===== config.mk =====
export PLATFORM = sky130hd
export DESIGN_NAME = fifo_rr_scheduler_flat
export DESIGN_NICKNAME = d
export VERILOG_FILES = /design/src/rtl/fifo_rr_scheduler_if.sv /design/src/rtl/fifo_rr_scheduler.sv /design/src/flat_wrapper.sv
export SDC_FILE = /design/constraint.sdc
export NUM_CORES = 1
export LEC_CHECK = 0
export ABC_AREA = 1
export BUFFER_PORTS_ARGS = -buffer_cell sky130_fd_sc_hd__clkbuf_2
export CAP_MARGIN = 5
export CORE_MARGIN = 1.5
export CORE_UTILIZATION = 43
export CTS_BUF_LIST = sky130_fd_sc_hd__clkbuf_16
export DETAILED_ROUTE_END_ITERATION = 8
export HOLD_SLACK_MARGIN = 0.06
export PLACE_DENSITY = 0.73
export SYNTH_ARGS = -nofsm -noshare
export SYNTH_HDL_FRONTEND = slang
export SYNTH_SLANG_ARGS = --single-unit

===== constraint.sdc =====
create_clock -name clk -period 1.4 [get_ports clk]
set_clock_uncertainty 0.15 [all_clocks]
set_input_delay 0.21 -clock clk [delete_from_list [all_inputs] [get_ports clk]]
set_output_delay 0.21 -clock clk [all_outputs]
set_load 0.02 [all_outputs]

===== src/rtl/fifo_rr_scheduler_if.sv =====
// fifo_rr_scheduler_if: strobes and data between the VC ingress FIFOs, the scheduler and the egress FIFO.
interface fifo_rr_scheduler_if #(
    parameter int DATA_SIZE = 8,
    parameter int NUM_IN    = 4
);
    logic                        enable;
    logic [NUM_IN-1:0]           in_empty;
    logic [NUM_IN-1:0]           in_error;
    logic [NUM_IN*DATA_SIZE-1:0] in_data;
    logic                        out_almost_full;
    logic                        out_error;
    logic [NUM_IN-1:0]           read;
    logic                        out_write;
    logic [DATA_SIZE-1:0]        out_data;
    logic [1:0]                  out_src;
    logic [NUM_IN-1:0]           grant;
    logic [1:0]                  state;
    logic                        err_sticky;

    modport master (
        input  enable, in_empty, in_error, in_data, out_almost_full, out_error,
        output read, out_write, out_data, out_src, grant, state, err_sticky
    );

    modport slave (
        output enable, in_empty, in_error, in_data, out_almost_full, out_error,
        input  read, out_write, out_data, out_src, grant, state, err_sticky
    );
endinterface


===== src/rtl/fifo_rr_scheduler.sv =====
// fifo_rr_scheduler: round-robin burst drain of four VC input FIFOs into one egress FIFO,
// with a 2-cycle pop-to-push pipeline and almost_full back-pressure.
module fifo_rr_scheduler #(
    parameter int DATA_SIZE = 8,
    parameter int NUM_IN    = 4,
    parameter int BURST_LEN = 3
) (
    input  logic                clk,
    input  logic                reset,
    fifo_rr_scheduler_if.master bus
);
    typedef enum logic [1:0] {IDLE = 2'b00, BURST = 2'b01, PAUSE = 2'b10} state_t;

    state_t               st;
    logic [1:0]           ptr, cur, first, src1, out_src_q;
    logic [2:0]           cnt;
    logic                 go, pop, last, v1, out_write_q, err_q;
    logic [DATA_SIZE-1:0] out_data_q;

    assign go   = bus.enable && !bus.out_almost_full;
    assign pop  = st == BURST && go && !bus.in_empty[cur];
    assign last = pop && cnt == 3'(BURST_LEN - 1);

    // descending scan so the nearest non-empty FIFO at or after ptr wins
    always_comb begin
        first = ptr;
        for (int k = NUM_IN - 1; k >= 0; k--)
            if (!bus.in_empty[ptr + 2'(k)]) first = ptr + 2'(k);
    end

    always_ff @(posedge clk or negedge reset) begin
        if (!reset) begin
            st  <= IDLE;
            ptr <= '0;
            cur <= '0;
            cnt <= '0;
        end else begin
            case (st)
                IDLE:
                    if (go && |(~bus.in_empty)) begin
                        st  <= BURST;
                        cur <= first;
                        cnt <= '0;
                    end
                BURST:
                    if (last || (!pop && bus.in_empty[cur])) begin
                        st  <= IDLE;
                        ptr <= cur + 2'd1;
                        cnt <= '0;
                    end else if (pop) cnt <= cnt + 3'd1;
                    else st <= PAUSE;
                PAUSE:   if (go) st <= BURST;
                default: st <= IDLE;
            endcase
        end
    end

    always_ff @(posedge clk or negedge reset) begin
        if (!reset) begin
            v1          <= 1'b0;
            src1        <= '0;
            out_write_q <= 1'b0;
            out_data_q  <= '0;
            out_src_q   <= '0;
            err_q       <= 1'b0;
        end else begin
            v1          <= pop;
            src1        <= pop ? cur : src1;
            out_write_q <= v1;
            out_data_q  <= v1 ? bus.in_data[src1*DATA_SIZE +: DATA_SIZE] : out_data_q;
            out_src_q   <= v1 ? src1 : out_src_q;
            err_q       <= err_q | (|bus.in_error) | bus.out_error;
        end
    end

    assign bus.read       = pop ? NUM_IN'(1) << cur : '0;
    assign bus.grant      = st == IDLE ? '0 : NUM_IN'(1) << cur;
    assign bus.state      = st;
    assign bus.out_write  = out_write_q;
    assign bus.out_data   = out_data_q;
    assign bus.out_src    = out_src_q;
    assign bus.err_sticky = err_q;
endmodule


===== src/flat_wrapper.sv =====
// flat-port wrapper written by rule: the top's interface ports become plain ports
module fifo_rr_scheduler_flat 
#(
    parameter int DATA_SIZE = 8,
    parameter int NUM_IN    = 4,
    parameter int BURST_LEN = 3
)
  (clk, reset, bus_enable, bus_in_empty, bus_in_error, bus_in_data, bus_out_almost_full, bus_out_error, bus_read, bus_out_write, bus_out_data, bus_out_src, bus_grant, bus_state, bus_err_sticky);
  fifo_rr_scheduler_if #(.DATA_SIZE(DATA_SIZE), .NUM_IN(NUM_IN)) bus_i ();
  input  logic clk;
  input  logic reset;
  input wire logic [$bits(bus_i.enable)-1:0] bus_enable;
  input wire logic [$bits(bus_i.in_empty)-1:0] bus_in_empty;
  input wire logic [$bits(bus_i.in_error)-1:0] bus_in_error;
  input wire logic [$bits(bus_i.in_data)-1:0] bus_in_data;
  input wire logic [$bits(bus_i.out_almost_full)-1:0] bus_out_almost_full;
  input wire logic [$bits(bus_i.out_error)-1:0] bus_out_error;
  output wire logic [$bits(bus_i.read)-1:0] bus_read;
  output wire logic [$bits(bus_i.out_write)-1:0] bus_out_write;
  output wire logic [$bits(bus_i.out_data)-1:0] bus_out_data;
  output wire logic [$bits(bus_i.out_src)-1:0] bus_out_src;
  output wire logic [$bits(bus_i.grant)-1:0] bus_grant;
  output wire logic [$bits(bus_i.state)-1:0] bus_state;
  output wire logic [$bits(bus_i.err_sticky)-1:0] bus_err_sticky;
  assign bus_i.enable = bus_enable;
  assign bus_i.in_empty = bus_in_empty;
  assign bus_i.in_error = bus_in_error;
  assign bus_i.in_data = bus_in_data;
  assign bus_i.out_almost_full = bus_out_almost_full;
  assign bus_i.out_error = bus_out_error;
  assign bus_read = bus_i.read;
  assign bus_out_write = bus_i.out_write;
  assign bus_out_data = bus_i.out_data;
  assign bus_out_src = bus_i.out_src;
  assign bus_grant = bus_i.grant;
  assign bus_state = bus_i.state;
  assign bus_err_sticky = bus_i.err_sticky;
  fifo_rr_scheduler #(.DATA_SIZE(DATA_SIZE), .NUM_IN(NUM_IN), .BURST_LEN(BURST_LEN)) u_core (.clk(clk), .reset(reset), .bus(bus_i));
endmodule

==> run metrics <==
routability cong.=0.8985; Die Y-Extent=64.15 microns; row cnt=22; initial antenna violation count=0; HPWL after DPL=3.115 mm; Critical Path Start Type=flop; # setup viols final=19; share of the yosys chip area belonging to registers=37.35%; violations in the final reports=setup timing; Yosys Warn Count=0; dpl ws=-0.1959 ns; layout cells sized above 1=45.64%; Period Utilization, post-route=131.5%; vias per cell=4.776; Antenna Cells=0; Max-Cap Viols=0; Crit path max-delay family=flip-flops; Placeable Area=3633 sq um; Leak=1.337 nW; All-Layer GR Usage=23.21%; worst-margin pin slew=0.6147 ns; clk_lat worst skew=0.26 ns; min-delay src=bus_in_data[10]; Setup crit end kind=primary output; post-synth design cell area=1608 sq um; CTS max path bufs=2; Hold Violations, Final=0; WL per Instance=12.14 microns; total grt overflow=0; DRC viols=0; Buf/Inv on CP=2; Synth Net Count=290; slowest cell on the critical path=dfrtp_2; Post-Synthesis Mean Instance Area=6.727 sq um; Max Freq=543.3 MHz; cells on worst reg2reg path=8; Ports=67; reg-to-reg endpoint=u_core.ptr[1]; Die ar.=4115 sq um; Max VDD drop=1.039 mV; Mapped Cells=239; CP Class=flop to primary output; Logic pwr share=62.1%; Crit Path Max Fanout=4; post-route setup slack=-0.4407 ns; Port Buffer Count=66; NumNets Final=396; hold depth=3; Clock transition at path regs=0.06 ns; Seq pwr share=22.9%; end point of the worst hold path=u_core.bus.out_data[2]; clock tree root driver cell=clkbuf_16; Primary FF master, synth=dfrtp_1; Critical Path AT=1.48 ns; worst path cell trace=a21oi_2 -> o21ai_2 -> a21oi_4 -> inv_4 -> nor2_4 -> clkbuf_8; vias in the first global route=1745; TritonCTS clock tree=yes; Routed Antenna Nets=0; Area Overhead vs Synth=62.80%; reg2reg start=u_core.cur[0]; Reg area=606.8 sq um; required time worst endpoint=1.04 ns; critical path's largest stage delay=0.45 ns; starting DRC count in detailed routing=73; CTS Buf Count=3; Multi-input gate area=993.5 sq um; Tot Pwr=5.394 mW; largest net degree at the start of global routing=25; # fillers=279; RSZ-0062 raised after global routing=yes; Sw Share=45.23%; CTS sink count=24; P_sw=2.439 mW; async set-or-reset flop fraction in the synthesized netlist=100.0%; Routed Wire Length=4.760 mm; Final Hold Slack=0.1007 ns; Rel. slew slack=59.02%; R2R Setup Slk=-0.24 ns; clock power share=15.0%; first-pass GRT wire length=7.576 mm; Initial Utilization=44.25%; Vias=1872; library cells used by synthesis=27; Internal=2.954 mW; CTS H-tree depth=1; max-slew violations=0; First-pass DRT Iterations=4; status=finished, violations left; fin crit period=1.841 ns; worst min path class=input port to flop; die width=64.15 microns; Power Density=2061 nW/um^2; flop and latch count out of synthesis=24; number of synthesized flops with an enable pin=0
-- layer usage --
layer	up-vias	track usage (%)	routed length [microns]
met3	4	4.049	302
met2	67	41.67	2383
met5	-	0	0
met4	0	5.585	42
li1	972	-	-
met1	829	28.81	2031
-- synth_stat cells (all sizes together) (3+ instances only) --
cell / number / area, sq um
nor2: 62 / 247.7
nand3: 9 / 50.05
nand2: 56 / 220.2
dfrtp: 24 / 600.6
inv: 27 / 103.9
o21ai: 25 / 136.4
a31oi: 9 / 56.30
a21oi: 7 / 38.79
buf: 4 / 22.52
clkbuf: 3 / 11.26
ha: 6 / 75.07
-- stage by stage --
stage	setup TNS [ns]	cells	utilization (%)	instance area [sq um]
after global placement	-1.688	377	61.60	2238
after detailed placement	-2.159	377	61.60	2238
after floorplan	-0.5980	239	-	1649
after CTS	-4.292	389	69.90	2540
after global routing	-5.627	392	72.04	2618
final	-4.627	392	72.04	2618
-- worst reg2reg max path, cell delays in order, from the launching register on --
cell and delay, ns:
dfrtp_2 0.45, buf_4 0.18, o21ai_2 0.19, buf_4 0.15, nand2_2 0.06, o21ai_2 0.08
nand2_1 0.12, nor2_1 0.11, a21oi_1 0.05
-- flip-flops by register name (all words and copies together) (netlist names), 2 cells and up --
signal and flops:
u_core.bus.out_data 8, u_core.bus.out_src 2, u_core.bus.state 2, u_core.cnt 3, u_core.cur 2, u_core.ptr 2
u_core.src1 2
-- cell type report --
cell class | instances | share of cell area [%]
timing repair buffer | 107 | 27.68
clock inverter | 1 | 1.147
timing repair inverter | 1 | 0.2868
inverter | 28 | 4.589
multi-input combinational | 180 | 37.95
clock buffer | 3 | 2.868
sequential | 24 | 23.18
tap | 48 | 2.294
-- cells by family after synthesis --
family	count (synthesis)	share of synthesized area [%]
flops	24	37.35
xor+xnor	1	0.5448
fa+ha+maj	6	4.669
buf+inv	35	8.794
compound gates	43	15.25
simple gates	130	33.39
-- what timing repair did --
item / CTS / global route
hold buffers: 6 / 0
setup endpoints to repair: 19 / 27
buffers inserted: 2 / 2
pin swaps: 12 / 10
cloned: 0 / 1
gates resized for setup: 36 / 24
endpoints found under the hold margin: 25 / 0
-- power by group through the flow --
stage	combinational, mW	sequential [mW]	clock [mW]
final	3.35	1.23	0.808
after global routing	3.68	1.27	0.850
after CTS	3.12	1.19	0.817
after detailed placement	2.85	1.19	0
after global placement	2.82	1.18	0
after floorplan	1.64	1.36	0
-- placed cells by master (no fill, tap or decap), types with 2 or more instances in the layout --
cell	synthesis	layout
o21ai_0	19	19
clkbuf_2	0	58
dfrtp_2	0	5
inv_2	2	4
clkbuf_16	0	3
o21ai_2	3	2
nor2_1	60	53
nand2_2	4	16
o21ai_1	3	3
a31oi_1	9	9
inv_4	1	3
clkinvlp_4	0	3
ha_1	6	4
nor2_4	2	7
buf_6	0	5
nand3_1	8	6
nor2_2	0	2
nand3_2	1	3
dfrtp_1	24	19
a21oi_1	6	4
inv_1	24	19
clkbuf_8	0	4
nand2_1	52	39
a21oi_2	1	2
buf_4	1	33
dlygate4sd3_1	0	6
-- worst max-delay path by stage --
stage | slack, ns | startpoint | to | cells past startpoint
3_3_place_gp | -0.16 | u_core.cur[0] | bus_read[3] | 6
4_1_cts | -0.43 | u_core.cur[0] | bus_read[0] | 6
6_report | -0.44 | u_core.cur[0] | bus_read[3] | 6
3_5_place_dp | -0.20 | u_core.cur[1] | bus_read[0] | 7
5_1_grt | -0.48 | u_core.cur[1] | bus_read[0] | 7
2_1_floorplan | -0.15 | u_core.cur[1] | bus_read[0] | 6
No activity file was read; power rests on OpenSTA's default activity.
